## src/rtl/pipe_pkg.sv

```systemverilog
// Shared widths, control-bundle bit positions and control payload types for the pipeline register banks.
package pipe_pkg;

    localparam int unsigned PIPE_DATA_W = 32;
    localparam int unsigned PIPE_RA_W   = 5;

    localparam int unsigned CTL_W  = 10;
    localparam int unsigned MCTL_W = 6;

    // id_ctrl / ex_ctrl bit positions
    localparam int unsigned CTL_REGDST   = 9;
    localparam int unsigned CTL_JUMP     = 8;
    localparam int unsigned CTL_BRANCH   = 7;
    localparam int unsigned CTL_MEMREAD  = 6;
    localparam int unsigned CTL_MEMTOREG = 5;
    localparam int unsigned CTL_MEMWRITE = 4;
    localparam int unsigned CTL_ALUSRC   = 3;
    localparam int unsigned CTL_ALUOP_HI = 2;
    localparam int unsigned CTL_ALUOP_LO = 1;
    localparam int unsigned CTL_REGWRITE = 0;

    // ex_mctrl / mem_ctrl bit positions
    localparam int unsigned M_JUMP     = 5;
    localparam int unsigned M_BRANCH   = 4;
    localparam int unsigned M_MEMREAD  = 3;
    localparam int unsigned M_MEMTOREG = 2;
    localparam int unsigned M_MEMWRITE = 1;
    localparam int unsigned M_REGWRITE = 0;

    typedef struct packed {
        logic       regdst;
        logic       jump;
        logic       branch;
        logic       mem_read;
        logic       mem_to_reg;
        logic       mem_write;
        logic       alu_src;
        logic [1:0] alu_op;
        logic       reg_write;
    } ctrl_t;

    typedef struct packed {
        logic jump;
        logic branch;
        logic mem_read;
        logic mem_to_reg;
        logic mem_write;
        logic reg_write;
    } mctrl_t;

endpackage

```

## src/rtl/pipe_reg.sv

```systemverilog
// Width-parameterised register: async active-low clear, then synchronous clear, then load enable.
module pipe_reg #(
    parameter int unsigned W = 1
) (
    input  logic         clk,
    input  logic         rst_n,
    input  logic         clr,
    input  logic         en,
    input  logic [W-1:0] d,
    output logic [W-1:0] q
);

    always_ff @(posedge clk or negedge rst_n) begin
        if (!rst_n) begin
            q <= '0;
        end else if (clr) begin
            q <= '0;
        end else if (en) begin
            q <= d;
        end
    end

endmodule

```

## src/rtl/pipeline_stage_regs.sv

```systemverilog
// IF/ID, ID/EX and EX/MEM register banks of the 5-stage datapath; each bank is a single pipe_reg.
module pipeline_stage_regs
    import pipe_pkg::*;
#(
    parameter int unsigned DATA_W = PIPE_DATA_W,
    parameter int unsigned RA_W   = PIPE_RA_W
) (
    input  logic              clk,
    input  logic              reset,

    input  logic              ifid_en,
    input  logic              ifid_flush,
    input  logic [DATA_W-1:0] if_pc_plus1,
    input  logic [DATA_W-1:0] if_instr,
    output logic [DATA_W-1:0] id_pc_plus1,
    output logic [DATA_W-1:0] id_instr,

    input  logic              idex_flush,
    input  logic [DATA_W-1:0] id_rs_data,
    input  logic [DATA_W-1:0] id_rt_data,
    input  logic [DATA_W-1:0] id_sext,
    input  logic [RA_W-1:0]   id_rt_addr,
    input  logic [RA_W-1:0]   id_rd_addr,
    input  logic [CTL_W-1:0]  id_ctrl,
    output logic [DATA_W-1:0] ex_pc_plus1,
    output logic [DATA_W-1:0] ex_instr,
    output logic [DATA_W-1:0] ex_rs_data,
    output logic [DATA_W-1:0] ex_rt_data,
    output logic [DATA_W-1:0] ex_sext,
    output logic [RA_W-1:0]   ex_rt_addr,
    output logic [RA_W-1:0]   ex_rd_addr,
    output logic [CTL_W-1:0]  ex_ctrl,

    input  logic [DATA_W-1:0] ex_branch_addr,
    input  logic [DATA_W-1:0] ex_alu_res,
    input  logic [DATA_W-1:0] ex_rt_fwd,
    input  logic              ex_zero,
    input  logic [RA_W-1:0]   ex_dest_addr,
    input  logic [MCTL_W-1:0] ex_mctrl,
    output logic [DATA_W-1:0] mem_branch_addr,
    output logic [DATA_W-1:0] mem_alu_res,
    output logic [DATA_W-1:0] mem_rt,
    output logic              mem_zero,
    output logic [RA_W-1:0]   mem_dest_addr,
    output logic [MCTL_W-1:0] mem_ctrl
);

    localparam int unsigned IFID_W  = 2 * DATA_W;
    localparam int unsigned IDEX_W  = 5 * DATA_W + 2 * RA_W + CTL_W;
    localparam int unsigned EXMEM_W = 3 * DATA_W + 1 + RA_W + MCTL_W;

    logic [IFID_W-1:0]  ifid_q;
    logic [IDEX_W-1:0]  idex_q;
    logic [EXMEM_W-1:0] exmem_q;

    // IF/ID: flush (branch squash) beats hold
    pipe_reg #(.W(IFID_W)) u_ifid (
        .clk   (clk),
        .rst_n (reset),
        .clr   (ifid_flush),
        .en    (ifid_en),
        .d     ({if_pc_plus1, if_instr}),
        .q     (ifid_q)
    );
    assign {id_pc_plus1, id_instr} = ifid_q;

    // ID/EX: loads every edge; flush inserts an all-zero bubble
    pipe_reg #(.W(IDEX_W)) u_idex (
        .clk   (clk),
        .rst_n (reset),
        .clr   (idex_flush),
        .en    (1'b1),
        .d     ({id_pc_plus1, id_instr, id_rs_data, id_rt_data, id_sext,
                 id_rt_addr, id_rd_addr, id_ctrl}),
        .q     (idex_q)
    );
    assign {ex_pc_plus1, ex_instr, ex_rs_data, ex_rt_data, ex_sext,
            ex_rt_addr, ex_rd_addr, ex_ctrl} = idex_q;

    // EX/MEM: free-running capture
    pipe_reg #(.W(EXMEM_W)) u_exmem (
        .clk   (clk),
        .rst_n (reset),
        .clr   (1'b0),
        .en    (1'b1),
        .d     ({ex_branch_addr, ex_alu_res, ex_rt_fwd, ex_zero,
                 ex_dest_addr, ex_mctrl}),
        .q     (exmem_q)
    );
    assign {mem_branch_addr, mem_alu_res, mem_rt, mem_zero,
            mem_dest_addr, mem_ctrl} = exmem_q;

endmodule

```

## config.mk

```make
export PLATFORM = sky130hd
export DESIGN_NAME = pipeline_stage_regs
export DESIGN_NICKNAME = d
export VERILOG_FILES = /design/src/rtl/pipe_pkg.sv /design/src/rtl/pipe_reg.sv /design/src/rtl/pipeline_stage_regs.sv
export SDC_FILE = /design/constraint.sdc
export NUM_CORES = 1
export LEC_CHECK = 0
export ABC_AREA = 1
export CAP_MARGIN = 10
export CORE_AREA = 2 2 249 251
export DETAILED_ROUTE_END_ITERATION = 16
export DIE_AREA = 0 0 251 253
export GPL_ROUTABILITY_DRIVEN = 0
export PLACE_DENSITY_LB_ADDON = 0.05
export SLEW_MARGIN = 30
export SYNTH_ARGS = -nofsm -noshare
export SYNTH_HDL_FRONTEND = slang
export SYNTH_SLANG_ARGS = --single-unit
```

## constraint.sdc

```tcl
create_clock -name clk -period 0.8 [get_ports clk]
set_input_delay 0.08 -clock clk [delete_from_list [all_inputs] [get_ports clk]]
set_output_delay 0.08 -clock clk [all_outputs]
set_load 0.01 [all_outputs]
```

==> impl_results.md <==
* Violated checks: negative hold slack, negative setup slack
* Cell class contributing the biggest share of worst-path delay: flip-flops
* Most frequent cells after synthesis: sky130_fd_sc_hd__dfrtp_1 (352), sky130_fd_sc_hd__inv_1 (180), sky130_fd_sc_hd__nor2_1 (180)
* Number of iterations in the first detailed-routing pass at 4
* Top cell type by total area after synthesis: sky130_fd_sc_hd__dfrtp_1
* Clk_skew at 8.38 ps
* Hold crit path type: in2async
* First-pass GRT wire length at 72100 um
* Insertion delay of the later-clocked pin in the worst-skew pair at about 550 ps
* Slew at the pin closest to its max-slew limit at 385 ps
* Sequential cell area at 8810 sq um
* Internal power consumption at 34.0 mW
* Worst path slowest cell: sky130_fd_sc_hd__dfrtp_2
* Total negative slack at -116230 ps
* R2r endpoint: u_ifid.q[51]
* Core area at ~61000 sq um
* Net total in the final layout at 2132
* Antenna-violating nets left at 0
* Crit path max fanout at 2
* Horizontal extent of the die at 251 um
* Largest net degree at the start of global routing at 61
* Port Buffer Count at around 640
* Net count of the mapped netlist at 1238
* Synth-to-layout area growth at 97.0%
* CTS Buf Count at 44
* Number of H-tree levels at 2
* Register bit count reported by yosys at ~350
* Library cell used as clock root buffer: sky130_fd_sc_hd__clkbuf_16
* Asr flop ratio synth at between 90% and 100%
* Switching power of the nets at 10.8 mW
* Fin crit period at 1250 ps
* Buf/Inv on CP at 1
* Power per unit of standard cell area at just over 2000 nW/um^2
* Count of hold buffers inserted by post-cts repair at 129
* CTS tree: done
* Global Route Usage Sum at 15.5%
* Non-filler instance count after layout at 2664
* Switching Fraction at 24.0%
* Sequential element share of the synthesized area at 78.5%
* Clock network power share at between 40% and 50%
* Via count of the first global-routing pass at 10290
* Highest achievable clock rate at 0.802 GHz
* Maximum count of clock buffers along a single path at 3
* Synth warn at 0
* CP cell instances: buf_12
* Netlist area before placement at 11200 sq um
* Total area of multi-input combinational cells at between 1500 and 2000 sq um
* Setup slack of the critical path after layout at -446 ps
* Die Area at 63500 sq um
* Number of antenna violations at the first check in global routing at 11
* Chip height at 253 um
* Placed Cells at between 2000 and 2500
* Result of the run: finished, violations left
* Worst slew margin at 74.3%
* Clock sink total at 352
* Clk slew on worst S/H paths at 60 ps
* Share of layout cells above drive strength 1 at 30.1%
* Start-to-end type of the worst setup path: reg2out
* Critical Path End Type: primary output
* Pwr Total at 44.8 mW
* Maximum Capacitance Violations at 0
* CP peak stage delay at 460 ps
* CP Data Arrival Time at 1170 ps
* Number of top-level pins at 645
* Part of the cycle the worst path needs at 156%
* Launching element of the worst setup path: u_ifid.q[51]
* Worst r2r path cells at 5
* End of the critical path: id_pc_plus1[19]
* Netlist cell types at 10
* Remaining global-route overflow at 0
* R2r setup slk at -240 ps
* Vias per cell at 3.56
* WHS at -72.2 ps
* Leak Pwr at approximately 11 nW
* Std-Cell Rows at 91
* DP Area at 19500 sq um
* # DRC at 0
* Kind of start point of the critical path: register
* Crit path depth at 1
* Leading cell types by total area after synthesis: sky130_fd_sc_hd__dfrtp_1 (78%), sky130_fd_sc_hd__inv_1 (6.0%), sky130_fd_sc_hd__nor2_1 (6.0%)
* Total vias in the final route at 9484
* Detailed Place HPWL at 37800 um
* Share of total power in sequential cells at a little over two fifths
* Post-layout instance area at around 22000 sq um
* Number of synthesized flops with an enable pin at 0
* Starting density of the core at 18.4%
* Number of fillers in the final layout at roughly 6000
* Number of max-slew violations in the final report at 0
* Top_reg_cell synth: sky130_fd_sc_hd__dfrtp_1
* Global routing met1 resource utilization at 17.0%
* Portion of total power attributed to combinational logic at about 14%
* Fraction of post-synthesis cell area in the top cell type by area at 78.5%
* Routing layer with the top usage in global route: met2
* Number of DRC violations after detailed-routing iteration 0 at 389
* Peak supply drop at 1.18 mV
* Most common cell in the synthesized netlist: sky130_fd_sc_hd__dfrtp_1
* Met2 global-route usage at 26.9%
* Final Setup Violations at 358
* Crit path required time at 720 ps
* Synth Area per Inst at 11.9 sq um
* Synthesized instance count at 945
* Hold Vio Cnt, Final at 9
* Critical register-to-register path startpoint: u_ifid.q[51]
* Detailed-route wire length per cell at 18.8 um
* Final routed wirelength across all metal layers at 50200 um
* Met3 capacity usage during global routing at 7.01%
* Unrepaired setup endpoints after global routing: yes
## power groups by stage
stage          logic, mW  registers, mW  clock network, mW
2_1_floorplan      0.776           19.8                  0
3_3_place_gp        6.00           19.3                  0
3_5_place_dp        5.98           19.3                  0
4_1_cts             6.42           19.1               20.3
5_1_grt             6.89           19.2               21.0
6_report            6.35           19.1               19.4
## timing repair
| item | CTS | global route |
|---|---|---|
| endpoints found under the setup margin | 354 | 529 |
| gates cloned | 0 | 0 |
| pin swaps | 0 | 6 |
| setup buffers | 19 | 8 |
| gates resized for setup | 1719 | 68 |
| endpoints found under the hold margin | 532 | 9 |
## placed cells by master, fill, tap and decap left out, types with 26 or more instances in the layout
| cell type | synthesis | final |
|---|---|---|
| sky130_fd_sc_hd__nor2_1 | 180 | 179 |
| sky130_fd_sc_hd__clkdlybuf4s50_1 | 0 | 289 |
| sky130_fd_sc_hd__buf_2 | 26 | 116 |
| sky130_fd_sc_hd__buf_4 | 8 | 74 |
| sky130_fd_sc_hd__clkbuf_16 | 0 | 45 |
| sky130_fd_sc_hd__inv_1 | 180 | 167 |
| sky130_fd_sc_hd__dlygate4sd3_1 | 0 | 127 |
| sky130_fd_sc_hd__buf_12 | 0 | 26 |
| sky130_fd_sc_hd__dfrtp_1 | 352 | 350 |
| sky130_fd_sc_hd__nand3_1 | 64 | 64 |
| sky130_fd_sc_hd__buf_6 | 5 | 253 |
| sky130_fd_sc_hd__nand2_1 | 128 | 119 |
## flip-flops by register name (all words and copies together), names as in the netlist
signal and cells:
u_exmem.q 108, u_idex.q 180, u_ifid.q 64
## final cells by class
| cell class | instances | share of cell area, % |
|---|---|---|
| Sequential cell | 352 | 39.9 |
| Timing Repair Buffer | 887 | 39.3 |
| Multi-Input combinational cell | 373 | 6.87 |
| Clock buffer | 70 | 6.20 |
| Tap cell | 790 | 4.47 |
| Inverter | 181 | 3.07 |
| Clock inverter | 6 | 0.136 |
| Antenna cell | 5 | 0.0566 |
## stage by stage
stage / util [%] / setup WS [ps] / hold slack [ps]
floorplan: - / 72.1 / -216
global placement: 31.9 / -447 / -93.7
detailed placement: 31.9 / -463 / -93.3
CTS: 35.8 / -502 / 0.127
global route: 36.2 / -503 / -95.5
finish: 36.2 / -446 / -72.2
## cell families (layout without fill, tap and decap cells)
kind of cell	after synthesis	after routing	share of synthesized area (%)
buffers and inverters	220	1144	8.25
AND/OR/NAND/NOR	373	373	13.3
other	0	5	0
flip-flops	352	352	78.5
## layer usage
metal | vias up | part of all wire, %
met3 | 71 | 10
met4 | 12 | 1.9
met2 | 359 | 50
met5 | - | 0.16
met1 | 4510 | 38
li1 | 4532 | -
## worst min-delay path by stage
stage	startpoint	endpoint
detailed placement	reset	u_ifid.q[29]
CTS	id_sext[31]	u_idex.q[51]
global route	reset	u_idex.q[150]
finish	reset	u_ifid.q[29]
global placement	reset	u_idex.q[148]
floorplan	reset	u_exmem.q[0]
No activity file was read; power rests on OpenSTA's default activity.
